[config.mk]
export PLATFORM = sky130hd
export DESIGN_NAME = sd_response_receiver_flat
export DESIGN_NICKNAME = d
export VERILOG_FILES = /design/src/rtl/sd_response_receiver_pkg.sv /design/src/rtl/sd_response_receiver_if.sv /design/src/rtl/sd_response_receiver_crc7_serial.sv /design/src/rtl/sd_response_receiver.sv /design/src/flat_wrapper.sv
export SDC_FILE = /design/constraint.sdc
export NUM_CORES = 1
export LEC_CHECK = 0
export ABC_AREA = 1
export ABC_CLOCK_PERIOD_IN_PS = 1900
export BUFFER_PORTS_ARGS = -buffer_cell sky130_fd_sc_hd__buf_2
export CORE_MARGIN = 1
export CORE_UTILIZATION = 45
export DETAILED_ROUTE_END_ITERATION = 16
export PLACE_DENSITY = 0.63
export SYNTH_ARGS = -nofsm -noshare
export SYNTH_HDL_FRONTEND = slang
export SYNTH_SLANG_ARGS = --single-unit
[constraint.sdc]
create_clock -name Clock -period 1.9 [get_ports Clock]
set_input_delay 0.19 -clock Clock [delete_from_list [all_inputs] [get_ports Clock]]
set_output_delay 0.19 -clock Clock [all_outputs]
set_load 0.01 [all_outputs]
[src/rtl/sd_response_receiver_pkg.sv]
// Shared definitions for the SD response receiver.
// Holds the receiver FSM encoding, the CRC7 polynomial and the default
// frame geometry used by the top level, the interface and the CRC engine.
package sd_response_receiver_pkg;

  typedef enum logic [1:0] {
    IDLE       = 2'd0,
    WAIT_START = 2'd1,
    RECEIVE    = 2'd2,
    DONE       = 2'd3
  } rx_state_t;

  // x^7 + x^3 + 1, with the x^7 term implied by the shift-out.
  localparam logic [6:0] CRC7_POLY = 7'h09;

  localparam int DEFAULT_FRAME_WIDTH = 48;
  localparam int DEFAULT_TIMEOUT     = 64;
  localparam int DEFAULT_CNT_WIDTH   = 8;

endpackage

[src/rtl/sd_response_receiver_if.sv]
// Host/line-side signal bundle of the SD response receiver.
// master: host controller / stimulus side (drives start_rx and serial_in).
// slave : the receiver (drives the frame and its status flags).
//   start_rx       arm pulse
//   serial_in      line bit from the PAD, idles high
//   response       received frame, MSB is the start bit
//   response_ready one-cycle completion/timeout pulse
//   crc_error, end_bit_error, timeout  sticky status until next arm
//   busy           receiver is waiting for or receiving a frame
interface sd_response_receiver_if #(
  parameter int FRAME_WIDTH = 48
) ();

  logic                   start_rx;
  logic                   serial_in;
  logic [FRAME_WIDTH-1:0] response;
  logic                   response_ready;
  logic                   crc_error;
  logic                   end_bit_error;
  logic                   timeout;
  logic                   busy;

  modport master (
    output start_rx, serial_in,
    input  response, response_ready, crc_error, end_bit_error, timeout, busy
  );

  modport slave (
    input  start_rx, serial_in,
    output response, response_ready, crc_error, end_bit_error, timeout, busy
  );

endinterface

[src/rtl/sd_response_receiver_crc7_serial.sv]
// Bit-serial CRC7 engine (x^7+x^3+1, initial value 0), MSB-first.
// Ports:
//   Clock, Reset  clock and asynchronous active-low reset
//   Enable        advance (or clear) only when high; otherwise hold
//   clear         return the register to 0 (takes priority over bit_in)
//   bit_in        next message bit
//   crc           current remainder
module crc7_serial
  import sd_response_receiver_pkg::*;
(
  input  logic       Clock,
  input  logic       Reset,
  input  logic       Enable,
  input  logic       clear,
  input  logic       bit_in,
  output logic [6:0] crc
);

  logic feedback;

  assign feedback = bit_in ^ crc[6];

  always_ff @(posedge Clock or negedge Reset) begin
    if (!Reset) begin
      crc <= 7'h00;
    end else if (Enable) begin
      if (clear) crc <= 7'h00;
      else       crc <= {crc[5:0], 1'b0} ^ (feedback ? CRC7_POLY : 7'h00);
    end
  end

endmodule

[src/rtl/sd_response_receiver.sv]
// SD response frame receiver.
// Once armed by start_rx it waits (bounded by TIMEOUT) for a start bit on
// serial_in, shifts in FRAME_WIDTH bits MSB-first, then checks the CRC7
// field and the end bit and pulses response_ready.
// Ports:
//   Clock, Reset  clock and asynchronous active-low reset
//   Enable        clock qualifier; all state holds while low
//   bus           sd_response_receiver_if slave modport (see interface)
module sd_response_receiver
  import sd_response_receiver_pkg::*;
#(
  parameter int FRAME_WIDTH = DEFAULT_FRAME_WIDTH,
  parameter int TIMEOUT     = DEFAULT_TIMEOUT,
  parameter int CNT_WIDTH   = DEFAULT_CNT_WIDTH
) (
  input logic                  Clock,
  input logic                  Reset,
  input logic                  Enable,
  sd_response_receiver_if.slave bus
);

  // bcnt value while the end bit is on the line
  localparam logic [CNT_WIDTH-1:0] LAST_BIT = CNT_WIDTH'(FRAME_WIDTH - 1);
  // number of leading bits covered by the CRC
  localparam logic [CNT_WIDTH-1:0] CRC_BITS = CNT_WIDTH'(FRAME_WIDTH - 8);
  localparam logic [CNT_WIDTH-1:0] TO_LAST  = CNT_WIDTH'(TIMEOUT - 1);

  rx_state_t              state, state_next;
  logic [CNT_WIDTH-1:0]   bcnt, tcnt;
  logic [FRAME_WIDTH-1:0] response_q;
  logic                   ready_q, crc_err_q, end_err_q, timeout_q;
  logic [6:0]             crc;

  logic arm, start_seen, expire, wait_tick, shift, last_bit, crc_feed, busy;

  // State register
  always_ff @(posedge Clock or negedge Reset) begin
    if (!Reset)      state <= IDLE;
    else if (Enable) state <= state_next;
  end

  // Next-state logic; a start bit on the expiry edge wins over the timeout
  always_comb begin
    state_next = state;
    case (state)
      IDLE, DONE: if (bus.start_rx) state_next = WAIT_START;
      WAIT_START: begin
        if (!bus.serial_in)     state_next = RECEIVE;
        else if (tcnt == TO_LAST) state_next = DONE;
      end
      RECEIVE:    if (bcnt == LAST_BIT) state_next = DONE;
      default:    state_next = IDLE;
    endcase
  end

  // Output / control decode
  always_comb begin
    arm        = 1'b0;
    start_seen = 1'b0;
    expire     = 1'b0;
    wait_tick  = 1'b0;
    shift      = 1'b0;
    last_bit   = 1'b0;
    busy       = 1'b0;
    case (state)
      IDLE, DONE: arm = Enable && bus.start_rx;
      WAIT_START: begin
        busy       = 1'b1;
        start_seen = Enable && !bus.serial_in;
        expire     = Enable && bus.serial_in && (tcnt == TO_LAST);
        wait_tick  = Enable && bus.serial_in && (tcnt != TO_LAST);
      end
      RECEIVE: begin
        busy     = 1'b1;
        shift    = Enable;
        last_bit = Enable && (bcnt == LAST_BIT);
      end
      default: ;
    endcase
    // incoming bit index is bcnt+1; only the leading CRC_BITS bits are covered
    crc_feed = start_seen || (shift && (bcnt < CRC_BITS));
  end

  // Frame shift register and bit counter
  always_ff @(posedge Clock or negedge Reset) begin
    if (!Reset) begin
      response_q <= '0;
      bcnt       <= '0;
    end else if (arm) begin
      response_q <= '0;
      bcnt       <= '0;
    end else if (start_seen) begin
      response_q <= {response_q[FRAME_WIDTH-2:0], bus.serial_in};
      bcnt       <= CNT_WIDTH'(1);
    end else if (shift) begin
      response_q <= {response_q[FRAME_WIDTH-2:0], bus.serial_in};
      bcnt       <= bcnt + CNT_WIDTH'(1);
    end
  end

  // Start-bit watchdog
  always_ff @(posedge Clock or negedge Reset) begin
    if (!Reset)         tcnt <= '0;
    else if (arm)       tcnt <= '0;
    else if (wait_tick) tcnt <= tcnt + CNT_WIDTH'(1);
  end

  // Sticky status flags; on the end-bit edge response_q[6:0] holds the CRC field
  always_ff @(posedge Clock or negedge Reset) begin
    if (!Reset) begin
      crc_err_q <= 1'b0;
      end_err_q <= 1'b0;
      timeout_q <= 1'b0;
    end else if (arm) begin
      crc_err_q <= 1'b0;
      end_err_q <= 1'b0;
      timeout_q <= 1'b0;
    end else if (expire) begin
      timeout_q <= 1'b1;
    end else if (last_bit) begin
      crc_err_q <= (crc != response_q[6:0]);
      end_err_q <= !bus.serial_in;
    end
  end

  // Completion pulse; it holds through Enable=0 so enabled logic sees it once
  always_ff @(posedge Clock or negedge Reset) begin
    if (!Reset)      ready_q <= 1'b0;
    else if (Enable) ready_q <= expire || last_bit;
  end

  crc7_serial u_crc7 (
    .Clock  (Clock),
    .Reset  (Reset),
    .Enable (arm || crc_feed),
    .clear  (arm),
    .bit_in (bus.serial_in),
    .crc    (crc)
  );

  assign bus.response       = response_q;
  assign bus.response_ready = ready_q;
  assign bus.crc_error      = crc_err_q;
  assign bus.end_bit_error  = end_err_q;
  assign bus.timeout        = timeout_q;
  assign bus.busy           = busy;

endmodule

[src/flat_wrapper.sv]
// flat-port wrapper written by rule: the top's interface ports become plain ports
module sd_response_receiver_flat import sd_response_receiver_pkg::*;
#(
  parameter int FRAME_WIDTH = DEFAULT_FRAME_WIDTH,
  parameter int TIMEOUT     = DEFAULT_TIMEOUT,
  parameter int CNT_WIDTH   = DEFAULT_CNT_WIDTH
)
  (Clock, Reset, Enable, bus_start_rx, bus_serial_in, bus_response, bus_response_ready, bus_crc_error, bus_end_bit_error, bus_timeout, bus_busy);
  sd_response_receiver_if #(.FRAME_WIDTH(FRAME_WIDTH)) bus_i ();
  input logic Clock;
  input logic Reset;
  input logic Enable;
  input wire logic [$bits(bus_i.start_rx)-1:0] bus_start_rx;
  input wire logic [$bits(bus_i.serial_in)-1:0] bus_serial_in;
  output wire logic [$bits(bus_i.response)-1:0] bus_response;
  output wire logic [$bits(bus_i.response_ready)-1:0] bus_response_ready;
  output wire logic [$bits(bus_i.crc_error)-1:0] bus_crc_error;
  output wire logic [$bits(bus_i.end_bit_error)-1:0] bus_end_bit_error;
  output wire logic [$bits(bus_i.timeout)-1:0] bus_timeout;
  output wire logic [$bits(bus_i.busy)-1:0] bus_busy;
  assign bus_i.start_rx = bus_start_rx;
  assign bus_i.serial_in = bus_serial_in;
  assign bus_response = bus_i.response;
  assign bus_response_ready = bus_i.response_ready;
  assign bus_crc_error = bus_i.crc_error;
  assign bus_end_bit_error = bus_i.end_bit_error;
  assign bus_timeout = bus_i.timeout;
  assign bus_busy = bus_i.busy;
  sd_response_receiver #(.FRAME_WIDTH(FRAME_WIDTH), .TIMEOUT(TIMEOUT), .CNT_WIDTH(CNT_WIDTH)) u_core (.Clock(Clock), .Reset(Reset), .Enable(Enable), .bus(bus_i));
endmodule
==> metrics.yaml <==
status: "completed"
netlist_area_mm2: 0.00365
power.leakage_nw: 2.42
initial_utilization_pct: 46.8
fmax_mhz: 579
cts_tree: "done"
grt_usage_pct: 21.5
worst_pin_slew_ps: 559
first_pass_iters: 4
worstSkewPairLatency_ps: 360
clock-sinks: 77
synth_area_leader_cell: "dfrtp_1"
final_nets: 505
drt-total-wl_um: 8200
cp_max_fo: 23
grt_pass1_vias: 3099
die_x_um: 92.1
syn2layout_area_growth_pct: 16.3
r2r_slack_ps: 170
cp_cell_sequence: "inv_1 > ha_1 > nand3_2 > nand2_2 > inv_4 > buf_4 > nand3_1 > nand2_1"
crit_type: "flip-flop to flip-flop"
clock_path_buffers: 2
cts_buffers: 9
synthCells: 440
period_needed_ps: 1730
path_clk_slew_ps: 90
endpoint_kind: "flip-flop"
layout-drive-gt1-share_pct: 18.6
netlist_top_cells_area: "dfrtp_1 53%, nand3_1 17%, nand2_1 11%"
synth.area.mux_share_pct: 0
antenna_found_initial: 0
worst_hold_path_type: "input port to flip-flop"
dieHeight_um: 92.1
synth_seq_cells: 77
yosys_warnings: 0
maxCapViolCount: 0
synth_nets: 449
cp.required_ps: 2190
synth_top_family_by_area: "simple AND/OR/NAND/NOR gates"
synth_seq_area_share_pct: 52.8
synth-main-ff-cell: "dfrtp_1"
pin_count: 58
grt_pass1_wl_um: 14500
synth-simple-area-share_pct: 34.2
synth_edf_count: 0
placed_cell_area_mm2: 0.00406
startpoint_type: "flip-flop"
skew_ps: 12.6
p_clk_share_pct: 22.0
port_buffers: 57
syn_area_per_cell_um2: 8.30
route.detailed.drc: 0
yosysTopAreaCellShare_pct: 52.8
ant_nets: 0
slew_headroom_pct: 62.8
dp.final_hpwl_um: 5400
p_sw_share_pct: 41.6
intPower_mw: 3.09
yosysMostFrequentCell: "nand3_1"
ir_drop_mv: 0.621
grt_overflow: 0
synth_compound_area_share_pct: 3.15
arrival_ps: 2020
finalInstanceArea_mm2: 0.00425
power.density_mw_per_mm2: 1250
final_max_slew_viol_count: 0
route.vias.total: 3169
h-tree-depth: 3
insertedDiodeCount: 0
dieArea_mm2: 0.00848
combPwrFrac_pct: 35.8
synth_cell_type_count: 26
async_flop_share_pct: 100
finalSetupViolCount: 0
grt_max_degree: 65
cts-root-buf: "clkbuf_8"
p_seq_share_pct: 42.2
routedWlPerCell_um: 13.6
gp_congestion: 0.822
slowest_stage: "dfrtp_1"
vias_per_cell: 5.26
drt_iter0_markers: 222
synthXorXnorAreaFrac_pct: 2.16
finalCritPeriodShare_pct: 91.0
num_rows: 32
tns_ps: 0
synth_common_cells: "123 x nand3_1, 109 x nand2_1, 77 x dfrtp_1"
critPathMaxStageDelay_ps: 380
power_mw: 5.30
coreArea_mm2: 0.00781
power_switching_mw: 2.21
hold_violations: 0
synthAdderAreaFrac_pct: 1.37
grt_setup_unrepaired: "false"
[metrics by stage]
stage,hold slack [ps],setup slack (ps),util [%],cells
finish,148,172,54.4,603
global route,162,12.5,54.4,603
detailed placement,218,180,52.0,586
CTS,137,176,54.4,603
floorplan,-106,485,-,440
global placement,213,228,52.0,586
[cell families (layout without fill, tap and decap cells)]
kind of cell             Yosys count  count (layout)
AND/OR/NAND/NOR                  275             275
AO/OA/AOI/OAI                     22              22
adder cells (fa/ha/maj)            4               4
flip-flops                        77              77
buffers and inverters             53             114
XOR/XNOR                           9               9
[state kept, by name, indices dropped and copies added, names as in the netlist]
register,count
u_core.bus.response,48
u_core.bcnt,8
u_core.tcnt,8
u_core.u_crc7.crc,7
u_core.state,2
u_core.bus.crc_error,1
u_core.bus.end_bit_error,1
u_core.bus.response_ready,1
u_core.bus.timeout,1
[critical path, delay by kind of cell (launching register included)]
family,cells,cell delay [ps]
buffers and inverters,3,530
and+or+nand+nor,4,440
DFF,1,380
adders and majority gates,1,320
[metal layers]
metal / vias to the layer above / global-route usage [%] / wire length, um / share of wire [%]
met4: 0 / 10.3 / 171 / 2.1
li1: 1568 / - / - / -
met2: 63 / 32.9 / 3790 / 46
met3: 14 / 3.57 / 287 / 3.5
met1: 1524 / 29.6 / 3950 / 48
met5: - / 0 / 0 / 0
[placed cells by master, fill, tap and decap left out, types with 5 or more instances in the layout]
master    Yosys  final
dfrtp_1      77     77
inv_1        30     29
buf_4         5      7
buf_2        11     56
nand3_1     123    123
xor2_1        5      5
o21ai_0      13     13
a21oi_1       6      6
clkbuf_8      0      9
nor2_1       23     23
nand4_1       6      6
nand2_1     109    109
[final timing paths]
kind / start / to / depth (start not counted)
hold / removal: bus_serial_in / u_core.bus.response[0]$_DFFE_PN0P_ / 3
min in group asynchronous: Reset / u_core.tcnt[3]$_DFFE_PN0P_ / 2
setup / recovery: u_core.state[0]$_DFFE_PN0P_ / u_core.bus.response[15]$_DFFE_PN0P_ / 8
max in group asynchronous: Reset / u_core.bus.response[27]$_DFFE_PN0P_ / 3
hold reg to reg: u_core.bus.timeout$_DFFE_PN0P_ / u_core.bus.timeout$_DFFE_PN0P_ / 1
setup reg to reg: u_core.state[0]$_DFFE_PN0P_ / u_core.bus.response[15]$_DFFE_PN0P_ / 8
[what timing repair did]
action	CTS	global route
endpoints found under the setup margin	0	1
endpoints found under the hold margin	39	0
buffers inserted	0	0
hold buffers	1	0
resized for setup	0	1
[final cells by class]
class,instances,area [um^2]
clock buffers,9,124
multi-input cells,310,1490
repair buffers,67,403
inverters,31,119
well taps,102,128
clock inverters,7,56.3
flip-flops and latches,77,1930
fillers,756,3560
[power groups by stage]
stage               clock [mW]  combinational (mW)  sequential [mW]
finish                    1.17                1.90             2.24
global route              1.26                2.14             2.29
CTS                       1.20                1.90             2.23
detailed placement           0                1.90             2.26
global placement             0                1.86             2.26
floorplan                    0                1.24             2.30
No activity file was read; power rests on OpenSTA's default activity.
